## src/rtl/key_debounce_repeat_pkg.sv

```systemverilog
// Shared definitions for the push-button conditioner: key codes, FSM states
// and the one-hot to key-code mapping.
package key_pkg;

  localparam logic [2:0] KEY_NONE = 3'd0;
  localparam logic [2:0] KEY_MODE = 3'd1;
  localparam logic [2:0] KEY_DEC  = 3'd2;
  localparam logic [2:0] KEY_SEL  = 3'd3;
  localparam logic [2:0] KEY_S3   = 3'd4;
  localparam logic [2:0] KEY_INC  = 3'd5;

  typedef enum logic [2:0] {
    IDLE,
    DEBOUNCE,
    HELD,
    REPEAT,
    RELEASE
  } key_state_e;

  function automatic logic [2:0] onehot2code(input logic [4:0] oh);
    logic [2:0] code;
    code = KEY_NONE;
    case (oh)
      5'b00001: code = KEY_MODE;
      5'b00010: code = KEY_DEC;
      5'b00100: code = KEY_SEL;
      5'b01000: code = KEY_S3;
      5'b10000: code = KEY_INC;
      default:  code = KEY_NONE;
    endcase
    return code;
  endfunction

  function automatic logic is_onehot(input logic [4:0] v);
    return (v != 5'd0) && ((v & (v - 5'd1)) == 5'd0);
  endfunction

endpackage

```

## src/rtl/key_debounce_repeat_sync_2ff.sv

```systemverilog
// Two-flop synchronizer for asynchronous level inputs, async active-low reset.
module sync_2ff #(
  parameter int WIDTH = 1
) (
  input  logic             clk,
  input  logic             rst,
  input  logic [WIDTH-1:0] d,
  output logic [WIDTH-1:0] q
);

  logic [WIDTH-1:0] meta_q, meta_d;
  logic [WIDTH-1:0] sync_q, sync_d;

  always_comb begin
    meta_d = d;
    sync_d = meta_q;
  end

  always_ff @(posedge clk or negedge rst) begin
    if (!rst) begin
      meta_q <= '0;
      sync_q <= '0;
    end else begin
      meta_q <= meta_d;
      sync_q <= sync_d;
    end
  end

  assign q = sync_q;

endmodule

```

## src/rtl/key_debounce_repeat.sv

```systemverilog
// Debounces the five push-buttons, rejects chords, and emits one-cycle key
// codes with auto-repeat for the keys selected by REPEAT_MASK.
//
//   state    | meaning
//   IDLE     | no key accepted, waiting for a one-hot pattern
//   DEBOUNCE | candidate seen, counting stable cycles before accepting
//   HELD     | press accepted, counting toward first auto-repeat
//   REPEAT   | auto-repeating every REP_CYC cycles
//   RELEASE  | lockout until DEB_CYC cycles of all keys released
module key_debounce_repeat
  import key_pkg::*;
#(
  parameter int         DEB_CYC     = 2_000_000,
  parameter int         HOLD_CYC    = 50_000_000,
  parameter int         REP_CYC     = 10_000_000,
  parameter logic [4:0] REPEAT_MASK = 5'b10010
) (
  input  logic       clk,
  input  logic       rst,
  input  logic [4:0] key,
  output logic [2:0] key_data,
  output logic       key_repeat,
  output logic       key_held
);

  localparam int CNT_W = $clog2(HOLD_CYC + 1);
  localparam logic [CNT_W-1:0] DEB_LAST  = CNT_W'(DEB_CYC - 1);
  localparam logic [CNT_W-1:0] HOLD_LAST = CNT_W'(HOLD_CYC - 1);
  localparam logic [CNT_W-1:0] REP_LAST  = CNT_W'(REP_CYC - 1);

  logic [4:0]       ks;
  key_state_e       state_q, state_d;
  logic [4:0]       cand_q, cand_d;
  logic [CNT_W-1:0] cnt_q, cnt_d;
  logic [CNT_W-1:0] cnt_inc;
  logic [2:0]       key_data_q, key_data_d;
  logic             key_repeat_q, key_repeat_d;
  logic             key_held_q, key_held_d;
  logic             same;

  sync_2ff #(.WIDTH(5)) u_sync (
    .clk (clk),
    .rst (rst),
    .d   (key),
    .q   (ks)
  );

  always_comb begin
    state_d      = state_q;
    cand_d       = cand_q;
    cnt_d        = cnt_q;
    key_data_d   = KEY_NONE;
    key_repeat_d = 1'b0;
    cnt_inc      = cnt_q + CNT_W'(1);
    same         = (ks == cand_q);

    case (state_q)
      IDLE: begin
        if (is_onehot(ks)) begin
          cand_d  = ks;
          cnt_d   = '0;
          state_d = DEBOUNCE;
        end
      end
      DEBOUNCE: begin
        if (!same) begin
          state_d = IDLE;
        end else if (cnt_q == DEB_LAST) begin
          key_data_d = onehot2code(cand_q);
          cnt_d      = '0;
          state_d    = HELD;
        end else begin
          cnt_d = cnt_inc;
        end
      end
      HELD: begin
        if (!same) begin
          cnt_d   = '0;
          state_d = RELEASE;
        end else if (cnt_q == HOLD_LAST) begin
          // Non-repeating keys park here with the count saturated.
          if ((cand_q & REPEAT_MASK) != 5'd0) begin
            key_data_d   = onehot2code(cand_q);
            key_repeat_d = 1'b1;
            cnt_d        = '0;
            state_d      = REPEAT;
          end
        end else begin
          cnt_d = cnt_inc;
        end
      end
      REPEAT: begin
        if (!same) begin
          cnt_d   = '0;
          state_d = RELEASE;
        end else if (cnt_q == REP_LAST) begin
          key_data_d   = onehot2code(cand_q);
          key_repeat_d = 1'b1;
          cnt_d        = '0;
        end else begin
          cnt_d = cnt_inc;
        end
      end
      RELEASE: begin
        if (ks != 5'd0) begin
          cnt_d = '0;
        end else if (cnt_q == DEB_LAST) begin
          cand_d  = 5'd0;
          cnt_d   = '0;
          state_d = IDLE;
        end else begin
          cnt_d = cnt_inc;
        end
      end
      default: begin
        state_d = IDLE;
        cand_d  = 5'd0;
        cnt_d   = '0;
      end
    endcase

    key_held_d = (state_d == HELD) || (state_d == REPEAT);
  end

  always_ff @(posedge clk or negedge rst) begin
    if (!rst) begin
      state_q      <= IDLE;
      cand_q       <= 5'd0;
      cnt_q        <= '0;
      key_data_q   <= KEY_NONE;
      key_repeat_q <= 1'b0;
      key_held_q   <= 1'b0;
    end else begin
      state_q      <= state_d;
      cand_q       <= cand_d;
      cnt_q        <= cnt_d;
      key_data_q   <= key_data_d;
      key_repeat_q <= key_repeat_d;
      key_held_q   <= key_held_d;
    end
  end

  assign key_data   = key_data_q;
  assign key_repeat = key_repeat_q;
  assign key_held   = key_held_q;

endmodule

```

## config.mk

```make
export PLATFORM = sky130hd
export DESIGN_NAME = key_debounce_repeat
export DESIGN_NICKNAME = d
export VERILOG_FILES = /design/src/rtl/key_debounce_repeat_pkg.sv /design/src/rtl/key_debounce_repeat_sync_2ff.sv /design/src/rtl/key_debounce_repeat.sv
export SDC_FILE = /design/constraint.sdc
export NUM_CORES = 1
export LEC_CHECK = 0
export CAP_MARGIN = 5
export CELL_PAD_IN_SITES_DETAIL_PLACEMENT = 1
export CELL_PAD_IN_SITES_GLOBAL_PLACEMENT = 1
export CORE_AREA = 4 4 69 97
export DETAILED_ROUTE_END_ITERATION = 12
export DIE_AREA = 0 0 73 101
export DONT_BUFFER_PORTS = 1
export GPL_TIMING_DRIVEN = 0
export PLACE_DENSITY = 0.82
export SYNTH_ARGS = -nofsm -noshare
export SYNTH_HDL_FRONTEND = slang
export SYNTH_SLANG_ARGS = --single-unit
```

## constraint.sdc

```tcl
create_clock -name clk -period 2.8 [get_ports clk]
set_clock_uncertainty 0.15 [all_clocks]
set_input_delay 0.56 -clock clk [delete_from_list [all_inputs] [get_ports clk]]
set_output_delay 0.56 -clock clk [all_outputs]
set_load 0.1 [all_outputs]
```

-- Yosys cells after proc, flatten, opt, wreduce, memory -nomap -nowiden
Index checks and enable logic that the tools add are counted.
- add/subtract/negate cells: 2
- equal/unequal tests: 20
- muxes and demuxes: 39
- bitwise operators: 2
- reduce and logical (&&, ||, !) cells: 9
- operators by type and width (kind ; number):
    $mux 26 ; 9
    $pmux 26 s5 ; 1
    $mux 3 ; 16
    $pmux 3 s5 ; 2
    $add 26x1->26 const B ; 1
    $eq 26x21->1 const B ; 1
    $eq 26x24->1 const B ; 1
    $eq 26x26->1 const B ; 1
    $mux 5 ; 3
    $pmux 5 s3 ; 1
    $eq 3x2->1 const B ; 4
    $reduce_bool 5->1 ; 2
    $pmux 3 s3 ; 1
    $ne 2x2->1 const B ; 4
    $and 5x5->5 ; 1
    $eq 5x1->1 const B ; 1
    $eq 5x2->1 const B ; 1
    $eq 5x3->1 const B ; 1
    $eq 5x4->1 const B ; 1
    $eq 5x5->1 ; 1
    $eq 5x5->1 const B ; 1
    $logic_not 5->1 ; 1
    $mux 1 ; 5
    $sub 5x1->5 const B ; 1
    other kinds (11) ; 11
- flip-flop bits (word level): 49
- input bits: 7
- output and inout port bits: 5
- logic and storage cells: 80

-- Logic depth before layout (Yosys ltp)
Gate-level depths: netlist of run 1.
- depth after elaboration: 8
- depth in mapped cells: 10
- gate-level depth less buffers: 8

-- Cells and area by module
From an unflattened synthesis of run 1, not the netlist that was laid out.
- cell total of the unflattened synthesis: 287
- area total of the unflattened synthesis: 2627.5 µm²
- modules (own cells, without submodules) (module ; instances ; cells each ; area each (µm²) ; sequential area each (µm²)):
    key_debounce_repeat ; 1 ; 277 ; 2377.3 ; 975.9
    sync_2ff ; 1 ; 10 ; 250.2 ; 250.2

-- Worst setup path after synthesis of run 1
Ideal clock, no wire load.
- path kind: reg-to-reg
- start: register cnt_q[22]
- end: register cnt_q[16]
- setup time: 128 ps
- arrival: 2001 ps
- required time: 2522 ps
- path slack: 522 ps
- stages on the path, launching flop included: 9
- path buffers: 2
- clock period less this slack: 2278 ps
- cell sequence: dfrtp_1 or4_1 nor4_4 and3_2 o2bb2ai_2 buf_6 buf_6 a31oi_1 o31ai_1
- cells in the longest elaborated chain, start to end: 4
- elaborated cells on any way between the ends: 13
- those cells by class: eq/ne: 4; mux: 8; reduce/logical: 1
- RTL lines (what ; line ; RTL):
    start, declared ; key_debounce_repeat.sv:34 ; logic [CNT_W-1:0] cnt_q, cnt_d;
    start signal, assigned ; key_debounce_repeat.sv:136 ; cnt_q <= cnt_d;
    $eq 26x21->1, or another cell as far along ; key_debounce_repeat.sv:68, key_debounce_repeat.sv:107 ;
    $mux 26 (on tied branches) (2 in a row) ; n/a ;
    $pmux 26 s5 ; key_debounce_repeat.sv:57 ; case (state_q)
Parallel ways exist; a longest one is shown, timed or not. The select of a mux whose other input is x is not followed.
A chain may end at the register's enable or synchronous reset.

-- Worst setup path in the final report of run 1
- start: register cnt_q[24]
- end: register cnt_q[8]
The elaborated chain is that of the path after synthesis.

==> results of run 1 <==
[power by group through the flow]
stage,Sequential (W),Clock (W),Combinational [W]
floorplan,0.000772,0,0.000178
global placement,0.000779,0,0.000221
detailed placement,0.000783,0,0.000234
CTS,0.000768,0.000534,0.000257
global route,0.000775,0.000564,0.000298
finish,0.000770,0.000528,0.000274
[logic make-up (layout without fill, tap and decap cells)]
group           after synthesis  after routing
xor+xnor                     10             10
flops                        49             49
compound gates               76             76
buf+inv                      29             41
mux                           1              1
fa+ha+maj                     1              1
simple gates                129            129
[path summary, 6_finish.rpt]
check                                             end  depth (start not counted)  slack, ns                       start
max reg2reg                      cnt_q[8]$_DFFE_PN0P_                          9       0.12       cnt_q[24]$_DFFE_PN0P_
max                              cnt_q[8]$_DFFE_PN0P_                          9       0.12       cnt_q[24]$_DFFE_PN0P_
min                        u_sync.meta_q[1]$_DFF_PN0_                          0       0.12                      key[1]
min reg2reg                     u_sync.q[3]$_DFF_PN0_                          0       0.21  u_sync.meta_q[3]$_DFF_PN0_
min in group asynchronous          key_held$_DFF_PN0_                          2       0.60                         rst
max in group asynchronous       cnt_q[20]$_DFFE_PN0P_                          2       1.66                         rst
[worst max-delay path: stages, from the launching register on]
cell	delay, ns
sky130_fd_sc_hd__dfrtp_1	0.44
sky130_fd_sc_hd__or3b_1	0.40
sky130_fd_sc_hd__and4bb_2	0.39
sky130_fd_sc_hd__nand4_1	0.13
sky130_fd_sc_hd__o211ai_2	0.22
sky130_fd_sc_hd__buf_4	0.24
sky130_fd_sc_hd__nand2b_1	0.13
sky130_fd_sc_hd__buf_4	0.20
sky130_fd_sc_hd__buf_6	0.18
sky130_fd_sc_hd__o22ai_1	0.08
[what timing repair did]
item	in CTS	in global routing
pin swaps	0	2
endpoints found under the setup margin	8	27
resized for setup	2	9
endpoints found under the hold margin	49	0
hold buffers	2	0
setup buffers	0	2
[metal layers]
metal	track usage, %	vias to the layer above	routed length (µm)
li1	-	1113	-
met3	3.593	19	183
met4	11.51	0	278
met5	0	-	0
met1	26.07	1263	3187
met2	45.00	54	4724
[registers in the layout, summed over array words and instances, names as in the netlist]
| register | flops |
|---|---|
| key_data | 3 |
| u_sync.meta_q | 5 |
| u_sync.q | 5 |
| key_repeat | 1 |
| state_q | 3 |
| cnt_q | 26 |
| key_held | 1 |
| cand_q | 5 |
[metrics by stage]
stage	std cells	hold WS, ns	total power [W]	TNS (ns)
after CTS	375	0.1141	0.001560	0
after detailed placement	365	0.1159	0.001017	0
after global placement	365	0.1155	0.001000	0
final	377	0.1187	0.001572	0
after global routing	377	0.09966	0.001637	-0.06603
after floorplan	295	0.1144	0.0009499	0
[layout make-up]
cell class | instances | share of cell area [%]
well taps | 70 | 2.817
flip-flops and latches | 49 | 39.52
plain buffers | 18 | 3.581
clock buffers | 5 | 2.213
multi-input cells | 217 | 47.36
repair buffers | 4 | 1.690
clock inverters | 3 | 1.489
inverters | 11 | 1.328
[placed cells by master, fill, tap and decap left out, types with 6 or more instances in the layout]
master,instances
sky130_fd_sc_hd__nand3_1,21
sky130_fd_sc_hd__nor2_1,18
sky130_fd_sc_hd__o21ai_0,6
sky130_fd_sc_hd__a31oi_1,8
sky130_fd_sc_hd__xnor2_1,8
sky130_fd_sc_hd__nand4_1,7
sky130_fd_sc_hd__nand2_1,21
sky130_fd_sc_hd__and2_1,10
sky130_fd_sc_hd__a22o_1,12
sky130_fd_sc_hd__a21oi_1,9
sky130_fd_sc_hd__a21o_1,6
sky130_fd_sc_hd__clkbuf_1,6
sky130_fd_sc_hd__inv_1,11
sky130_fd_sc_hd__o31ai_1,7
sky130_fd_sc_hd__dfrtp_1,47
sky130_fd_sc_hd__o22ai_1,7
sky130_fd_sc_hd__nor3_1,6
==> run summary, run 1 <==
The run finished with clean final reports. Combinational logic is responsible for 17.4% of the overall power. The tools report the number of H-tree levels as 2. TritonCTS created 5 clock buffers. The number of synthesized register bits is 49.

Post-route DRC violation count: 0. After floorplanning, the core was divided into 33 placement rows. The sort of element at the end of the critical path was a register. For the net count of the mapped netlist, the log shows 303. The filler cells instantiated in the layout total 657.

The total of max-cap violations is 0, and the number of antenna violations at the first check in global routing is 0. The startpoint kind of the worst setup timing path is a register. The netlist uses 58 different library cells.

In the final layout, the share of cells above drive strength 1 is 14.33%. For the clock tree buffer depth, the log shows 2. The synthesized netlist devotes 19.75% of its cell area to compound gates. The slew of the pin with the lowest slew margin is 0.8927 ns, and the fraction of power spent switching nets is 29.33%. The synthesized netlist occupies a cell area of 0.002794 mm². Across the VDD grid, the largest voltage drop is 0.2062 mV. For the post-place setup slack, the log shows 0.03148 ns. The multi-input combinational cells in the finished layout cover a total of 0.001473 mm². The logs give 13850 µm for the wire length of the first global-routing pass and 2.72 ns for the signal arrival time at the worst endpoint.

The count of vias placed by the detailed router was 2449; the share of the synthesized area in the top cell type was 43.89%. The clock sink count was 49; the mean area per synthesized cell was 9.471 µm². For the number of warning messages in the yosys log, the log shows 0. Sequential elements use 43.89% of the synthesized area. Of all flip-flops after synthesis, the portion carrying an async set or reset was 100.0%.

The width of the die was 73 µm; the tightest slew margin relative to the limit was 40.53%. The critical path class is register to register. The synthesized netlist devotes 0.4478% of its cell area to adder and majority cells.

The share of the clock period used by the worst path was 95.89%; the detailed-router iteration count before antenna repair was 4. The post-synthesis simple-gate area fraction works out to 26.96%. The required time of the critical path is 2.84 ns. The die is 101 µm tall.

The via-per-instance ratio was 6.496. For this design the total switching power over the nets is 0.0004611 W. After synthesis, the cell types taking the most area are sky130_fd_sc_hd__dfrtp_1, sky130_fd_sc_hd__nand3_1, sky130_fd_sc_hd__a22o_1. Number of enable-type register cells in the synthesized netlist: 0. In this run the tool buffered the top-level ports with 0 buffer cells. The post-synthesis xor/xnor area fraction was 3.135%. After clock tree synthesis, the clock-pin slew on the worst setup and hold paths is 0.10 ns. The number of pins with negative max-slew slack in the final report is 0, and the final net count is 314. For the antenna violation net count after detailed routing, the log shows 0. The tools report the sum of routed wire length over all layers as 8374 µm. At the later pin of the worst-skew pair, clock insertion delay measures 0.31 ns. TritonCTS built the clock tree. Clock tree synthesis selected as its root buffer the cell sky130_fd_sc_hd__clkbuf_8.

For the standard cell core area, the log shows 0.005822 mm². Relative to the synthesized area, the layout overhead comes to 11.29%. Most used flip-flop cell after synthesis: sky130_fd_sc_hd__dfrtp_1. Dividing total power by cell area gives a power density of 505.6 mW/mm².

Along the worst path, the maximum fanout reaches 10. In this run the count of I/O pins placed on the die edge is 12. The least setup slack across all paths after layout was 0.1151 ns; the internal portion of total power was 0.001111 W.

For this configuration, the core starts out at a cell density of 47.99%. The type of the worst min-delay path was input pin to register. The maximum number of pins on one net before global-route repair was 50. The tools report the number of endpoints failing setup at the final stage as 0.

Static timing analysis puts the maximum clock frequency at 372.5 MHz. Dividing the detail-routed wire length by the instance count gives 22.21 µm. The area of all placed cells without fillers is 0.003109 mm².

By area, the combinational part of the netlist is dominated by simple AND/OR/NAND/NOR gates. Most common cell in the synthesized netlist: sky130_fd_sc_hd__dfrtp_1. The tools report the post-DP HPWL as 5555 µm. Counting instances in the post-synthesis netlist gives the leading cell types as sky130_fd_sc_hd__dfrtp_1, sky130_fd_sc_hd__nand2_1, sky130_fd_sc_hd__nand3_1. For the utilization of the core after routing, the log shows 53.41%.

The total global-route track usage came out at 24.26%. The congestion estimate from routability-driven global placement came to 0.8692. The clock network is responsible for 33.6% of the overall power. Registers take 0.001229 mm². The number of global-route vias before repair is 2668, and the count of antenna diodes in the layout is 0. The tools report the number of hold violations in the final report as 0. Summing all placed instances gives a cell area of 0.002882 mm². The tools report the overall die area as 0.007373 mm². The tools report the synthesized instance count as 295. The routed design could run at a clock period as short as 2.685 ns. Of the total power, registers draw 49.0%.

The static leakage was 1.207 nW; the portion of netlist area occupied by mux cells was 0.3583%. After the first detailed-routing iteration, the DRC count stood at 144. The total overflow left after global routing is 0.

Post-synthesis cell type with the largest combined area: sky130_fd_sc_hd__dfrtp_1.
No activity file was read; power rests on OpenSTA's default activity.
==> run 2, diff against run 1 <==
- CORE_AREA: 4 4 69 97 -> 2 2 67 95
- DIE_AREA: 0 0 73 101 -> 0 0 69 97
==> run summary, run 2 (synthesis gave the netlist of run 1 again) <==
The sum of routed wire length over all layers was 7897 µm. Internal power comes to 0.001199 W. The area of all placed cells without fillers came out at 0.003073 mm². The total overflow left after global routing is 0. Once detail routing completed, the nets flagged for antenna violations numbered 0.

The share of the clock period used by the worst path was 97.57%; the cell area reported after detailed placement was 0.002882 mm². Setup violations remaining at the end of the flow were counted as 0. The flip-flop count of the largest register, all copies and words added is 26, and the number of port buffers is 0. The smallest clock period supported by the final layout is computed as 2.732 ns. After detailed routing, the number of remaining DRC violations is 0.

Clock tree buffer depth: 2. TritonCTS built the clock tree. Including well taps, the total number of placed cells is 365. The repair_antennas step left the layout with diodes totalling 0.

The required time of the critical path was 2.85 ns; the layout-stage area growth over the synthesis result was 9.987%. The congestion estimate from routability-driven global placement came to 0.8329. The signal on the critical path passes through or4_1 -> nor4_4 -> and3_2 -> o2bb2ai_2 -> buf_6 -> buf_6 -> a31oi_1 -> o31ai_1.

For the post-DP HPWL, the log shows 5509 µm. Of all nets on the critical path, the largest fanout is 10. In the routed layout, each cell is associated on average with a via count of 6.408. The tools report the number of antenna violations at the first check in global routing as 0. The kind of cell with the highest combined delay on the critical path is simple AND/OR/NAND/NOR gates. The net count of the finished layout is 312. For the number of global-route vias before repair, the log shows 2500. The library cells used most frequently in the layout, excluding fill and tap cells, are sky130_fd_sc_hd__dfrtp_1, sky130_fd_sc_hd__nand3_1, sky130_fd_sc_hd__nand2_1. After filler insertion, the fill cell instance count of the layout stands at 673.

Critical path's largest stage delay: 0.63 ns. Row count: 33. The run gives 41.82% as the tightest slew margin relative to the limit. The analysis attributes to cell leakage a power of 1.206 nW.

The flow ran to the end, and the final reports show no timing, DRC or antenna violations. After detailed routing, the average wire length per cell comes to 21.06 µm. The number of hold violations in the final report was 0. Before antenna repair, the detailed router went through 4 iterations. The H-tree was split into 2 levels. The slew of the pin with the lowest slew margin came out at 0.8733 ns. The tools report the number of pins with negative max-slew slack in the final report as 0. The commonest non-fill, non-tap cell in the layout was sky130_fd_sc_hd__dfrtp_1. The cell type with the highest occurrence count on the critical path is sky130_fd_sc_hd__buf_6. Clock-pin slew was measured on the worst setup and hold paths at 0.10 ns. The slowest stage of the critical path belongs to the cell sky130_fd_sc_hd__or4_1. For this run, the top clock speed supported by timing is 366.0 MHz.

The die covers 0.006693 mm². Combinational logic burns 15.5% of the power. Once the floorplan was initialized, standard cells occupied 48.33% of the core. By startpoint and endpoint, the worst setup path is classified as register to register. The first global-routing pass estimated 12940 µm of wire. For this run, the total global-route usage over all layers was measured as 24.26%. Counting flops per register, the top entry is cnt_q.

The analysis attributes to net switching a power of 0.0004479 W. The multi-input combinational cells in the finished layout cover a total of 0.001430 mm². STA puts the critical path data arrival time at 2.78 ns. In this run the vertical extent of the chip is 97 µm.

Net switching is 27.19% of the power. Across the VDD grid, the largest voltage drop is 0.2377 mV. The cell at the root of the clock tree is sky130_fd_sc_hd__clkbuf_8. At the later pin of the worst-skew pair, clock insertion delay measures 0.32 ns. The sort of element at the end of the critical path is a register.

The final total power is 0.001647 W. The share of total power dissipated in sequential elements is 46.5%. Buffers inserted during clock tree synthesis total 5.

Across the whole layout, storage elements account for 0.001227 mm². The path class of the tightest hold or removal check is input pin to register. The tools report the startpoint kind of the worst setup timing path as a register.

The total power per unit cell area is 536.0 mW/mm². Max-cap violations in this run came to 0. For the clock sink count, the log shows 49. The count of routing violations after the opening detailed-route iteration is 87. The count of cells in the finished layout, fillers not included, comes to 375. The relative contribution of the clock network to total power came out at 37.9%. The number of buffer and inverter stages on the critical path works out to 2. Fraction of final layout cells with drive strength greater than 1: 12.13%. The maximum number of pins on one net before global-route repair is 50. 12 I/O pins were placed. The standard cell core area came out at 0.005781 mm². The count of vias placed by the detailed router was 2403. The width of the die works out to 69 µm.
-- run 2: final cells by class --
class	count	share of cell area [%]
repair buffers	2	1.221
plain buffers	18	3.624
multi-input cells	217	46.54
well taps	70	2.850
inverters	11	1.344
flip-flops and latches	49	39.94
clock buffers	5	2.239
clock inverters	3	2.239
-- run 2: power by group through the flow --
stage / Sequential (W) / Combinational (W) / Clock (W)
after CTS: 0.000768 / 0.000256 / 0.000638
final: 0.000767 / 0.000255 / 0.000625
after global routing: 0.000771 / 0.000279 / 0.000661
after detailed placement: 0.000781 / 0.000233 / 0
after global placement: 0.000779 / 0.000220 / 0
after floorplan: 0.000772 / 0.000178 / 0
-- run 2: path summary, 6_finish.rpt --
check                                                 from                         end  slack [ns]  cells after the start
worst max-delay path                 cnt_q[22]$_DFFE_PN0P_       cnt_q[21]$_DFFE_PN0P_        0.07                      8
worst min-delay path                                key[1]  u_sync.meta_q[1]$_DFF_PN0_        0.12                      0
max in group asynchronous                              rst       cnt_q[20]$_DFFE_PN0P_        1.65                      2
worst min register to register  u_sync.meta_q[4]$_DFF_PN0_       u_sync.q[4]$_DFF_PN0_        0.21                      0
min in group asynchronous                              rst        key_repeat$_DFF_PN0_        0.61                      2
worst max register to register       cnt_q[22]$_DFFE_PN0P_       cnt_q[21]$_DFFE_PN0P_        0.07                      8
-- run 2: repair_timing --
item	in CTS	in global routing
buffers inserted	0	0
hold endpoints to repair	49	0
resized for setup	0	4
setup endpoints to repair	0	23
hold buffers	2	0
-- run 2: per-stage QoR --
stage                     setup TNS (ns)  setup slack [ns]  util, %  hold WS (ns)
final                                  0           0.06806    53.16        0.1180
after floorplan                        0            0.5215        -        0.1144
after detailed placement               0           0.07592    49.85        0.1155
after global routing            -0.01098         -0.007009    53.16        0.1028
after global placement                 0           0.09703    49.85        0.1155
after CTS                              0           0.02200    52.88        0.1090
-- run 2: metal layers --
| metal | part of all wire [%] | GRT usage (%) | vias up |
|---|---|---|---|
| li1 | - | - | 1113 |
| met1 | 39 | 27.03 | 1239 |
| met2 | 57 | 46.38 | 37 |
| met3 | 2.5 | 3.333 | 14 |
| met4 | 1.7 | 7.843 | 0 |
| met5 | 0 | 0 | - |
-- run 2: worst register-to-register path: stages (launching register included) --
cell and delay (ns):
sky130_fd_sc_hd__dfrtp_1 0.49, sky130_fd_sc_hd__or4_1 0.63, sky130_fd_sc_hd__nor4_4 0.22, sky130_fd_sc_hd__and3_2 0.29, sky130_fd_sc_hd__o2bb2ai_2 0.17, sky130_fd_sc_hd__buf_6 0.20, sky130_fd_sc_hd__buf_6 0.16, sky130_fd_sc_hd__a31oi_1 0.21
sky130_fd_sc_hd__o31ai_1 0.10
==> run 3, diff against run 2 <==
- CORE_AREA: 2 2 67 95 -> 2 2 75 85
- DIE_AREA: 0 0 69 97 -> 0 0 77 87
- HOLD_SLACK_MARGIN: unset -> 0.12
==> run summary, run 3 (synthesis gave the netlist of run 1 again) <==
At the worst endpoint, the required time is 2.85 ns. The total global-route track usage is 23.89%. The post-DP HPWL is 5292 µm. The number of hold violations in the final report was 0; the row count was 30. The register with the most flip-flops in the layout has 26 of them. Count of vias placed by the detailed router: 2435. The top cell types in the final layout, fill and taps aside, are sky130_fd_sc_hd__dfrtp_1, sky130_fd_sc_hd__nand3_1, sky130_fd_sc_hd__nand2_1. The tightest slew margin relative to the limit was 41.64%. Clock tree synthesis found a total of 49 sinks. Of the total power, the share spent switching nets is 30.11%. The chip height is 87 µm, and the count of antenna diodes in the layout is 0.

The total power per unit cell area is 470.8 mW/mm², and the relative contribution of the clock network to total power is 29.9%. The number of global-route vias before repair was 2536; the clock network latency to the later pin of the worst-skew pair was 0.31 ns. The initial core utilization was 47.11%. The wire length per cell after detailed routing works out to 19.28 µm. Count of routing violations after the opening detailed-route iteration: 121. The path class of the tightest hold or removal check is register to register.

Data on the critical path arrives at its endpoint at 2.68 ns. The width of the die works out to 77 µm. The wire length of the first global-routing pass was 12650 µm; the total of max-cap violations was 0. Leaving out fill and tap cells, the most frequent cell in the layout is sky130_fd_sc_hd__dfrtp_1. Once layout is complete, the utilization of the core stands at 52.26%. TritonCTS built the clock tree. After filler insertion, the fill cell instance count of the layout stands at 724. The run gives 0.001020 W as the internal portion of total power.

The worst setup path is captured at a register. The tools report the startpoint kind of the worst setup timing path as a register. The total overflow left after global routing is 0. Setup violations remaining at the end of the flow were counted as 0.

Before antenna repair, the detailed router went through 4 iterations. During I/O placement, the number of pins put on the boundary was 12. Static timing analysis puts the maximum clock frequency at 380.5 MHz.

Maximum number of pins on one net before global-route repair: 50. The post-route netlist has 12.26% of its cells at a drive strength greater than 1. The clock slew seen by the registers of the worst setup and hold paths is 0.10 ns, and the placer congestion estimate is 0.8533. During placement, the flow inserted port buffers numbering 0.

In this run, the combinational gates consume 17.6% of the power. The worst-case IR drop observed on VDD is 0.2251 mV. The run gives 0.006699 mm² as the overall die area.

Per report_power, the sequential group accounts for 52.5% of the total. The cell sitting at the root of the clock tree is a sky130_fd_sc_hd__clkbuf_8. In this run the number of H-tree levels came out at 2.

After routing, the total negative slack on setup checks comes to 0 ns. The run finished with clean final reports. The detail route stage leaves a number of antenna-violating nets equal to 0.

The critical path is of the register to register type. The post-route minimum period works out to 2.628 ns. The CTS buffer count is 5, and the clock tree buffer depth is 2.

The final net count is 317. For the number of antenna violations at the first check in global routing, the log shows 0. In this run the standard cell core region covers 0.005931 mm². After detailed routing, the number of remaining DRC violations is 0. Setup repair after global routing left no endpoint under its margin.

In this run the static leakage power is 1.196 nW. The number of pins with negative max-slew slack in the final report was 0; the buffers inserted during post-CTS setup optimization was 0. Ranked by flip-flop count, first place goes to cnt_q. The area growth from synthesis to layout is 10.93%.

In this run the power spent charging and discharging nets is 0.0004394 W. For the pin with the worst max-slew slack, the measured transition is 0.8761 ns. Via-per-instance ratio: 6.244. The share of the clock period used by the worst path came out at 93.85%.

Wires add up to 7521 µm. Along the worst path, the maximum fanout reaches 10.
run 3: cell types whose count changed in the layout (fill, tap and decap cells not counted):
cell / previous run / this run
sky130_fd_sc_hd__dlygate4sd3_1: 1 / 6
sky130_fd_sc_hd__clkinvlp_4: 0 / 3
sky130_fd_sc_hd__bufinv_16: 2 / 0
sky130_fd_sc_hd__dfrtp_1: 48 / 49
sky130_fd_sc_hd__dfrtp_2: 1 / 0
sky130_fd_sc_hd__inv_6: 1 / 0
sky130_fd_sc_hd__nand4bb_1: 1 / 0
sky130_fd_sc_hd__nand4bb_2: 0 / 1
sky130_fd_sc_hd__nor4_1: 3 / 2
sky130_fd_sc_hd__nor4_2: 3 / 4
run 3: worst max-delay path: stages (launching register included):
cell	delay [ns]
sky130_fd_sc_hd__dfrtp_1	0.45
sky130_fd_sc_hd__or3b_1	0.42
sky130_fd_sc_hd__and4bb_2	0.37
sky130_fd_sc_hd__nand4_1	0.10
sky130_fd_sc_hd__o211ai_2	0.18
sky130_fd_sc_hd__buf_4	0.22
sky130_fd_sc_hd__nand2b_1	0.13
sky130_fd_sc_hd__buf_4	0.20
sky130_fd_sc_hd__buf_6	0.18
sky130_fd_sc_hd__o22ai_1	0.09
run 3: through the flow:
step           cell area, µm²  power (W)  hold slack (ns)  worst slack (ns)  cells
3_5_place_dp             2894   0.001010           0.1156          0.008875    375
2_1_floorplan            2794  0.0009499           0.1144            0.5215    295
4_1_cts                  3073   0.001463           0.2076         0.0007743    390
6_report                 3099   0.001459           0.2211            0.1722    390
3_3_place_gp             2894  0.0009974           0.1155            0.1602    375
5_1_grt                  3099   0.001522           0.2277          0.003461    390
run 3: repair_timing:
| action | in CTS | in global routing |
|---|---|---|
| setup endpoints to repair | 0 | 23 |
| gates resized for setup | 0 | 5 |
| endpoints found under the hold margin | 54 | 0 |
| hold buffers | 7 | 0 |
run 3: path summary, 6_finish.rpt:
path | start | to | slack (ns) | depth (start not counted)
hold / removal | u_sync.meta_q[2]$_DFF_PN0_ | u_sync.q[2]$_DFF_PN0_ | 0.22 | 0
setup / recovery | cnt_q[20]$_DFFE_PN0P_ | cnt_q[11]$_DFFE_PN0P_ | 0.17 | 9
min in group asynchronous | rst | cnt_q[3]$_DFFE_PN0P_ | 0.62 | 2
max in group asynchronous | rst | cnt_q[18]$_DFFE_PN0P_ | 1.67 | 2
setup reg to reg | cnt_q[20]$_DFFE_PN0P_ | cnt_q[11]$_DFFE_PN0P_ | 0.17 | 9
hold reg to reg | u_sync.meta_q[2]$_DFF_PN0_ | u_sync.q[2]$_DFF_PN0_ | 0.22 | 0
run 3: cell type report:
type	instances	area (µm²)	area share, %
plain buffers	18	111.4	3.593
clock buffers	5	68.82	2.220
clock inverters	3	22.52	0.7267
inverters	11	41.29	1.332
multi-input cells	217	1441	46.51
flip-flops and latches	49	1226	39.56
well taps	80	100.1	3.230
repair buffers	7	87.58	2.826
run 3: power groups by stage:
stage / Clock [W] / Sequential (W) / Combinational, W
after global placement: 0 / 0.000779 / 0.000219
after global routing: 0.000470 / 0.000772 / 0.000280
after floorplan: 0 / 0.000772 / 0.000178
after detailed placement: 0 / 0.000781 / 0.000229
final: 0.000437 / 0.000766 / 0.000256
after CTS: 0.000440 / 0.000766 / 0.000257
run 3: per-layer routing:
| metal | track usage, % | wire length (µm) |
|---|---|---|
| met5 | 0 | 0 |
| met4 | 9.253 | 150 |
| met1 | 29.81 | 3166 |
| met3 | 3.112 | 231 |
| met2 | 42.42 | 3972 |
